==> src/rtl/vme_slave_seq_if.sv <==
// VME slave bus bundle: VME-side strobes/address plus the FPGA register-file
// handshake. The slave modport is the controller's view.
interface vme_slave_seq_if #(
  parameter int FA_W = 5
);
  logic            AS, DS0, DS1, WRITE, IACK, LWORD;
  logic [5:0]      AM;
  logic [15:1]     A;
  logic            EQ1, EQ2, FDTACK;
  logic            DTACK, BERR, RWD, DIR, FRS, FWS;
  logic [FA_W-1:0] FA;
  logic            FD16, FHALF;

  modport slave (
    input  AS, DS0, DS1, WRITE, IACK, LWORD, AM, A, EQ1, EQ2, FDTACK,
    output DTACK, BERR, RWD, DIR, FRS, FWS, FA, FD16, FHALF
  );

  modport master (
    output AS, DS0, DS1, WRITE, IACK, LWORD, AM, A, EQ1, EQ2, FDTACK,
    input  DTACK, BERR, RWD, DIR, FRS, FWS, FA, FD16, FHALF
  );
endinterface

==> src/rtl/vme_slave_seq.sv <==
// VME slave sequencer: synchronises the VME strobes, decodes board select,
// address modifier and data width, then drives the transceiver, the FPGA
// read/write strobes and DTACK/BERR. All bus outputs are registered.
module vme_slave_seq #(
  parameter int FA_W        = 5,
  parameter int SYNC_STAGES = 2,
  parameter int TIMEOUT     = 63,
  parameter bit EN_A24      = 1'b0,
  parameter bit EN_D16      = 1'b1,
  parameter bit BERR_EN     = 1'b1
) (
  input logic            SYSCLK,
  input logic            RSTN,
  vme_slave_seq_if.slave bus
);
  typedef enum logic [2:0] {S_IDLE, S_DECODE, S_ACCESS, S_ACK, S_ERROR, S_IGNORE} state_t;
  localparam logic [7:0] TO = 8'(TIMEOUT);

  logic [SYNC_STAGES-1:0] as_q, ds0_q, ds1_q, fdt_q;
  logic as_s, ds0_s, ds1_s, fdt_s, ds_act, ds_rel;

  state_t          state_q, state_d;
  logic [7:0]      cnt_q, cnt_d;
  logic            arm_q, arm_d, lat;
  logic            write_q, lword_q, fhalf_q;
  logic [5:0]      am_q;
  logic [FA_W-1:0] fa_q;
  logic            sel, am_ok, w_ok;
  logic            dtack_q, berr_q, rwd_q, dir_q, frs_q, fws_q;
  logic            dtack_d, berr_d, rwd_d, dir_d, frs_d, fws_d;
  logic            unused_a;

  // Only A[FA_W+1:1] is used; the upper address bits are qualified by EQ1/EQ2.
  assign unused_a = ^bus.A;

  // Strobe synchronisers. DS stages come out of reset as "asserted" so a strobe
  // already held low when reset lifts is never seen as a fresh assertion.
  always_ff @(posedge SYSCLK or negedge RSTN) begin
    if (!RSTN) begin
      as_q  <= '1;
      ds0_q <= '0;
      ds1_q <= '0;
      fdt_q <= '1;
    end else begin
      as_q  <= {as_q[SYNC_STAGES-2:0],  bus.AS};
      ds0_q <= {ds0_q[SYNC_STAGES-2:0], bus.DS0};
      ds1_q <= {ds1_q[SYNC_STAGES-2:0], bus.DS1};
      fdt_q <= {fdt_q[SYNC_STAGES-2:0], bus.FDTACK};
    end
  end

  assign as_s   = as_q[SYNC_STAGES-1];
  assign ds0_s  = ds0_q[SYNC_STAGES-1];
  assign ds1_s  = ds1_q[SYNC_STAGES-1];
  assign fdt_s  = fdt_q[SYNC_STAGES-1];
  assign ds_act = !ds0_s && !ds1_s;
  assign ds_rel =  ds0_s &&  ds1_s;

  // Address-modifier acceptance: A32 user/supervisor data+program, optional A24.
  always_comb begin
    am_ok = 1'b0;
    case (am_q)
      6'h09, 6'h0A, 6'h0D, 6'h0E: am_ok = 1'b1;
      6'h39, 6'h3A, 6'h3D, 6'h3E: am_ok = EN_A24;
      default:                    am_ok = 1'b0;
    endcase
  end

  // Board select is taken live during DECODE; width check uses latched LWORD/A[1].
  assign sel  = bus.IACK && !bus.EQ1 && !bus.EQ2;
  assign w_ok = (!lword_q && !fhalf_q) || (EN_D16 && lword_q);

  // Next state, timeout counter, re-arm flag and registered-output next values.
  always_comb begin
    state_d = state_q;
    cnt_d   = cnt_q;
    arm_d   = arm_q;
    lat     = 1'b0;
    dtack_d = 1'b1;
    berr_d  = 1'b1;
    rwd_d   = 1'b1;
    dir_d   = 1'b0;
    frs_d   = 1'b0;
    fws_d   = 1'b0;
    case (state_q)
      S_IDLE: begin
        cnt_d = '0;
        if (ds_rel) arm_d = 1'b1;
        // A cycle starts only after a DS release has been seen since the last one.
        if (arm_q && !as_s && ds_act) begin
          lat     = 1'b1;
          arm_d   = 1'b0;
          state_d = S_DECODE;
        end
      end
      S_DECODE: begin
        if (sel && am_ok && w_ok) state_d = S_ACCESS;
        else if (sel && BERR_EN)  state_d = S_ERROR;
        else                      state_d = S_IGNORE;
      end
      S_ACCESS: begin
        cnt_d = (cnt_q == 8'hFF) ? cnt_q : cnt_q + 8'd1;
        // FPGA acknowledge takes priority over a coincident timeout.
        if (!fdt_s)            state_d = S_ACK;
        else if (cnt_d == TO)  state_d = BERR_EN ? S_ERROR : S_IGNORE;
      end
      S_ACK, S_ERROR, S_IGNORE: begin
        if (ds_rel) begin
          state_d = S_IDLE;
          arm_d   = 1'b1;
          cnt_d   = '0;
        end
      end
      default: state_d = S_IDLE;
    endcase
    case (state_d)
      S_ACCESS: begin
        rwd_d = 1'b0;
        dir_d = ~write_q;
        frs_d = write_q;
        fws_d = ~write_q;
      end
      S_ACK: begin
        dtack_d = 1'b0;
        rwd_d   = 1'b0;
        dir_d   = ~write_q;
      end
      S_ERROR: berr_d = 1'b0;
      default: ;
    endcase
  end

  // State, counter and bus-output registers; reset releases the bus at once.
  always_ff @(posedge SYSCLK or negedge RSTN) begin
    if (!RSTN) begin
      state_q <= S_IDLE;
      cnt_q   <= '0;
      arm_q   <= 1'b0;
      dtack_q <= 1'b1;
      berr_q  <= 1'b1;
      rwd_q   <= 1'b1;
      dir_q   <= 1'b0;
      frs_q   <= 1'b0;
      fws_q   <= 1'b0;
    end else begin
      state_q <= state_d;
      cnt_q   <= cnt_d;
      arm_q   <= arm_d;
      dtack_q <= dtack_d;
      berr_q  <= berr_d;
      rwd_q   <= rwd_d;
      dir_q   <= dir_d;
      frs_q   <= frs_d;
      fws_q   <= fws_d;
    end
  end

  // Address/qualifier latch, captured once at cycle start and held to the next.
  always_ff @(posedge SYSCLK or negedge RSTN) begin
    if (!RSTN) begin
      fa_q    <= '0;
      fhalf_q <= 1'b0;
      am_q    <= '0;
      write_q <= 1'b1;
      lword_q <= 1'b0;
    end else if (lat) begin
      fa_q    <= bus.A[FA_W+1:2];
      fhalf_q <= bus.A[1];
      am_q    <= bus.AM;
      write_q <= bus.WRITE;
      lword_q <= bus.LWORD;
    end
  end

  assign bus.DTACK = dtack_q;
  assign bus.BERR  = berr_q;
  assign bus.RWD   = rwd_q;
  assign bus.DIR   = dir_q;
  assign bus.FRS   = frs_q;
  assign bus.FWS   = fws_q;
  assign bus.FA    = fa_q;
  assign bus.FD16  = lword_q;
  assign bus.FHALF = fhalf_q;
endmodule

==> src/flat_wrapper.sv <==
// flat-port wrapper written by rule: the top's interface ports become plain ports
module vme_slave_seq_flat 
#(
  parameter int FA_W        = 5,
  parameter int SYNC_STAGES = 2,
  parameter int TIMEOUT     = 63,
  parameter bit EN_A24      = 1'b0,
  parameter bit EN_D16      = 1'b1,
  parameter bit BERR_EN     = 1'b1
)
  (SYSCLK, RSTN, bus_AS, bus_DS0, bus_DS1, bus_WRITE, bus_IACK, bus_LWORD, bus_AM, bus_A, bus_EQ1, bus_EQ2, bus_FDTACK, bus_DTACK, bus_BERR, bus_RWD, bus_DIR, bus_FRS, bus_FWS, bus_FA, bus_FD16, bus_FHALF);
  vme_slave_seq_if #(.FA_W(FA_W)) bus_i ();
  input logic SYSCLK;
  input logic RSTN;
  input wire logic [$bits(bus_i.AS)-1:0] bus_AS;
  input wire logic [$bits(bus_i.DS0)-1:0] bus_DS0;
  input wire logic [$bits(bus_i.DS1)-1:0] bus_DS1;
  input wire logic [$bits(bus_i.WRITE)-1:0] bus_WRITE;
  input wire logic [$bits(bus_i.IACK)-1:0] bus_IACK;
  input wire logic [$bits(bus_i.LWORD)-1:0] bus_LWORD;
  input wire logic [$bits(bus_i.AM)-1:0] bus_AM;
  input wire logic [$bits(bus_i.A)-1:0] bus_A;
  input wire logic [$bits(bus_i.EQ1)-1:0] bus_EQ1;
  input wire logic [$bits(bus_i.EQ2)-1:0] bus_EQ2;
  input wire logic [$bits(bus_i.FDTACK)-1:0] bus_FDTACK;
  output wire logic [$bits(bus_i.DTACK)-1:0] bus_DTACK;
  output wire logic [$bits(bus_i.BERR)-1:0] bus_BERR;
  output wire logic [$bits(bus_i.RWD)-1:0] bus_RWD;
  output wire logic [$bits(bus_i.DIR)-1:0] bus_DIR;
  output wire logic [$bits(bus_i.FRS)-1:0] bus_FRS;
  output wire logic [$bits(bus_i.FWS)-1:0] bus_FWS;
  output wire logic [$bits(bus_i.FA)-1:0] bus_FA;
  output wire logic [$bits(bus_i.FD16)-1:0] bus_FD16;
  output wire logic [$bits(bus_i.FHALF)-1:0] bus_FHALF;
  assign bus_i.AS = bus_AS;
  assign bus_i.DS0 = bus_DS0;
  assign bus_i.DS1 = bus_DS1;
  assign bus_i.WRITE = bus_WRITE;
  assign bus_i.IACK = bus_IACK;
  assign bus_i.LWORD = bus_LWORD;
  assign bus_i.AM = bus_AM;
  assign bus_i.A = bus_A;
  assign bus_i.EQ1 = bus_EQ1;
  assign bus_i.EQ2 = bus_EQ2;
  assign bus_i.FDTACK = bus_FDTACK;
  assign bus_DTACK = bus_i.DTACK;
  assign bus_BERR = bus_i.BERR;
  assign bus_RWD = bus_i.RWD;
  assign bus_DIR = bus_i.DIR;
  assign bus_FRS = bus_i.FRS;
  assign bus_FWS = bus_i.FWS;
  assign bus_FA = bus_i.FA;
  assign bus_FD16 = bus_i.FD16;
  assign bus_FHALF = bus_i.FHALF;
  vme_slave_seq #(.FA_W(FA_W), .SYNC_STAGES(SYNC_STAGES), .TIMEOUT(TIMEOUT), .EN_A24(EN_A24), .EN_D16(EN_D16), .BERR_EN(BERR_EN)) u_core (.SYSCLK(SYSCLK), .RSTN(RSTN), .bus(bus_i));
endmodule
==> config.mk <==
export PLATFORM = sky130hd
export DESIGN_NAME = vme_slave_seq_flat
export DESIGN_NICKNAME = d
export VERILOG_FILES = /design/src/rtl/vme_slave_seq_if.sv /design/src/rtl/vme_slave_seq.sv /design/src/flat_wrapper.sv
export SDC_FILE = /design/constraint.sdc
export NUM_CORES = 1
export LEC_CHECK = 0
export ABC_AREA = 1
export CAP_MARGIN = 15
export CORE_ASPECT_RATIO = 0.9
export CORE_UTILIZATION = 52
export DETAILED_ROUTE_END_ITERATION = 6
export GPL_ROUTABILITY_DRIVEN = 1
export GPL_TIMING_DRIVEN = 0
export HOLD_SLACK_MARGIN = 0.02
export PLACE_DENSITY = 0.84
export SLEW_MARGIN = 10
export SYNTH_ARGS = -nofsm -noshare
export SYNTH_HDL_FRONTEND = slang
export SYNTH_SLANG_ARGS = --single-unit
==> constraint.sdc <==
create_clock -name SYSCLK -period 4.4 [get_ports SYSCLK]
set_input_delay 1.1 -clock SYSCLK [delete_from_list [all_inputs] [get_ports SYSCLK]]
set_output_delay 1.1 -clock SYSCLK [all_outputs]
set_load 0.01 [all_outputs]
==> results.md <==
* Worst EP required at 3.30 ns
* Critical path class: register to primary output
* Placed cell area at 2198 um^2
* Initial drt markers at 150
* Port-buffer cells at 34
* Flops & latches, synth at 39
* Clock buffer depth at 2
* Routed WL per cell at 12.10 um
* Via density per instance at 5.069
* Core area at 3162 um^2
* Initial antenna violation count at 0
* Placed cell count at 283
* Layout area overhead at 29.12%
* Setup bufs post-CTS at 0
* Worst-Skew Late Latency at 0.29 ns
* Post-Route Setup TNS at 0 ns
* Nets at 281
* Buf/Inv on CP at 1
* Count of cell types in the netlist at 31
* DIE HEIGHT at 57.55 um
* Tmin final at 2.439 ns
* Via Count at 1475
* CTS tree: done
* Mean Syn Cell Area at 8.655 um^2
* Overall Power at 1.078 mW
* PostCTS Resize Cnt at 0
* CTS buffer count at 5
* Detailed-route DRC error count at 0
* Vias in the first global route at 1414
* VDD IR max at 0.0003582 V
* TritonRoute pass-1 iters at 4
* Routed Antenna Nets at 0
* Yosys warnings at 0
* Worst-Margin Slew at 0.5926 ns
* Mapped Nets at 239
* Number of max-cap violations at 0
* Clock Skew at 0.003993 ns
* Final cell count without fillers at 291
* Final hold viol count at 0
* P_leak at 1.100 nW
* Startpoint Class: register
* CP arrival at 1.34 ns
* ANT cells at 0
* Post-Syn Area at 1783 um^2
* All-Layer GR Usage at 22.54%
* Slew margin rel. at 60.23%
* Clock transition at path regs at 0.07 ns
* Cells after Synth at 206
* Total clock sinks at 39
* Hpwl dp at 2540 um
* I/O Pins at 45
* Setup-failing EPs final at 0
* Cell Rows at 19
* CP max FO at 1
* Final Slew Violations at 0
* Design area at 2302 um^2
* Cell Chain, Critical Path: clkdlybuf4s50_1
* Post-cts hold buffer count at 0
* Gpl congestion at 0.8936
* Clock root buffer: clkbuf_8
* Clock H-tree levels at 2
* CP endpoint kind: primary output
* Slowest stage delay, CP at 0.53 ns
* Post-Route WL at 3520 um
* Status: completed
* Die area at 3667 um^2
* CP max stage cell: clkdlybuf4s50_1
* Starting Density at 56.39%
* Hold Path Class: register to register
* RSZ-0062 raised after global routing: no
* Worst hold slack at 0.3515 ns
* Pwr Density at 468.2 nW/um^2
* Tcrit/Tclk final at 55.43%
* Top Family by Delay on Critical Path: buffers and inverters
* First-pass GRT wire length at 6051 um
* Max Clk Rate at 410.0 MHz
* Chip width at 63.73 um
* Share of post-route cells with drive strength above 1 at 18.07%
* Largest net degree at the start of global routing at 21
* Grt total ovfl at 0
* Seq/Total Area, Yosys at 55.30%
## cell usage in the layout (no fill, tap or decap), types with 6 or more instances in the layout
cell              n
nor2_1           14
clkbuf_8          7
dfrtp_1          31
nand2_1          67
clkdlybuf4s50_1  33
dfstp_2           8
inv_1            24
o21ai_0           9
nand2_2           6
nand3_1           8
## Yosys cell counts, drive strengths merged
library cell	count	share of area [%]
a21oi	3	0.84
nand3b	2	1.1
xor2	1	0.49
nand4	3	1.1
nor4	1	0.35
dfrtp	31	44
clkinv	1	0.28
o22ai	3	1.1
nor2	20	5.3
o211ai	1	0.42
buf	1	0.28
inv	28	6.0
nor3	1	0.91
or2	1	0.35
nand2	75	17
clkbuf	1	0.21
o21ai	14	4.6
nand3	9	2.8
ha	1	0.70
dfstp	8	12
nor4b	1	0.49
## where the power goes
part	leakage, nW	switching (mW)	internal (mW)	total (mW)
clock network	0.0505	0.122	0.142	0.264
logic	0.569	0.172	0.145	0.317
registers	0.480	0.0496	0.447	0.496
total	1.10	0.343	0.735	1.08
## flip-flops by register name, indices dropped and copies added, names as in the netlist
name,cells
u_core.ds0_q,2
u_core.bus.RWD,1
u_core.bus.FHALF,1
u_core.bus.FD16,1
u_core.as_q,2
u_core.am_q,5
u_core.bus.DTACK,1
u_core.cnt_q,8
u_core.write_q,1
u_core.bus.DIR,1
u_core.state_q,3
u_core.arm_q,1
u_core.bus.FWS,1
u_core.bus.FA,5
u_core.bus.FRS,1
u_core.ds1_q,2
u_core.fdt_q,2
u_core.bus.BERR,1
## metal layers
layer	wire (um)	up-vias	GRT usage, %
met5	0	-	0
met4	75	0	12.01
met3	225	8	6.000
met2	1673	63	36.02
met1	1546	678	28.23
li1	-	726	-
## per-stage QoR
step	util (%)	worst slack, ns
after global routing	72.81	1.929
after global placement	68.82	1.336
after CTS	72.81	1.951
final	72.81	1.961
after detailed placement	69.53	1.999
after floorplan	-	2.530
## cell families (layout without fill, tap and decap cells)
group,count (synthesis),in the layout,share of synthesized area (%)
AND/OR/NAND/NOR,113,113,29.83
flip-flops,39,39,55.30
buffers and inverters,31,74,6.807
AO/OA/AOI/OAI,21,21,6.877
adder cells (fa/ha/maj),1,1,0.7016
XOR/XNOR,1,1,0.4913
## final cells by class
type	instances	area (um^2)
multi-input cells	136	675.6
plain buffers	2	8.758
well taps	42	52.55
repair buffers	35	362.8
clock inverters	1	7.507
fillers	248	859.6
clock buffers	7	96.34
flip-flops and latches	39	985.9
inverters	29	112.6
## final timing paths
check	start	cells past startpoint	to	slack [ns]
max in group asynchronous	RSTN	2	u_core.as_q[0]	3.10
max reg2reg	u_core.cnt_q[0]	12	u_core.bus.FWS	2.71
min reg2reg	u_core.ds1_q[0]	0	u_core.ds1_q[1]	0.35
min	u_core.ds1_q[0]	0	u_core.ds1_q[1]	0.35
min in group asynchronous	RSTN	1	u_core.cnt_q[0]	0.77
max	u_core.bus.DTACK	1	bus_DTACK	1.96
(Power assumes the default switching activity.)
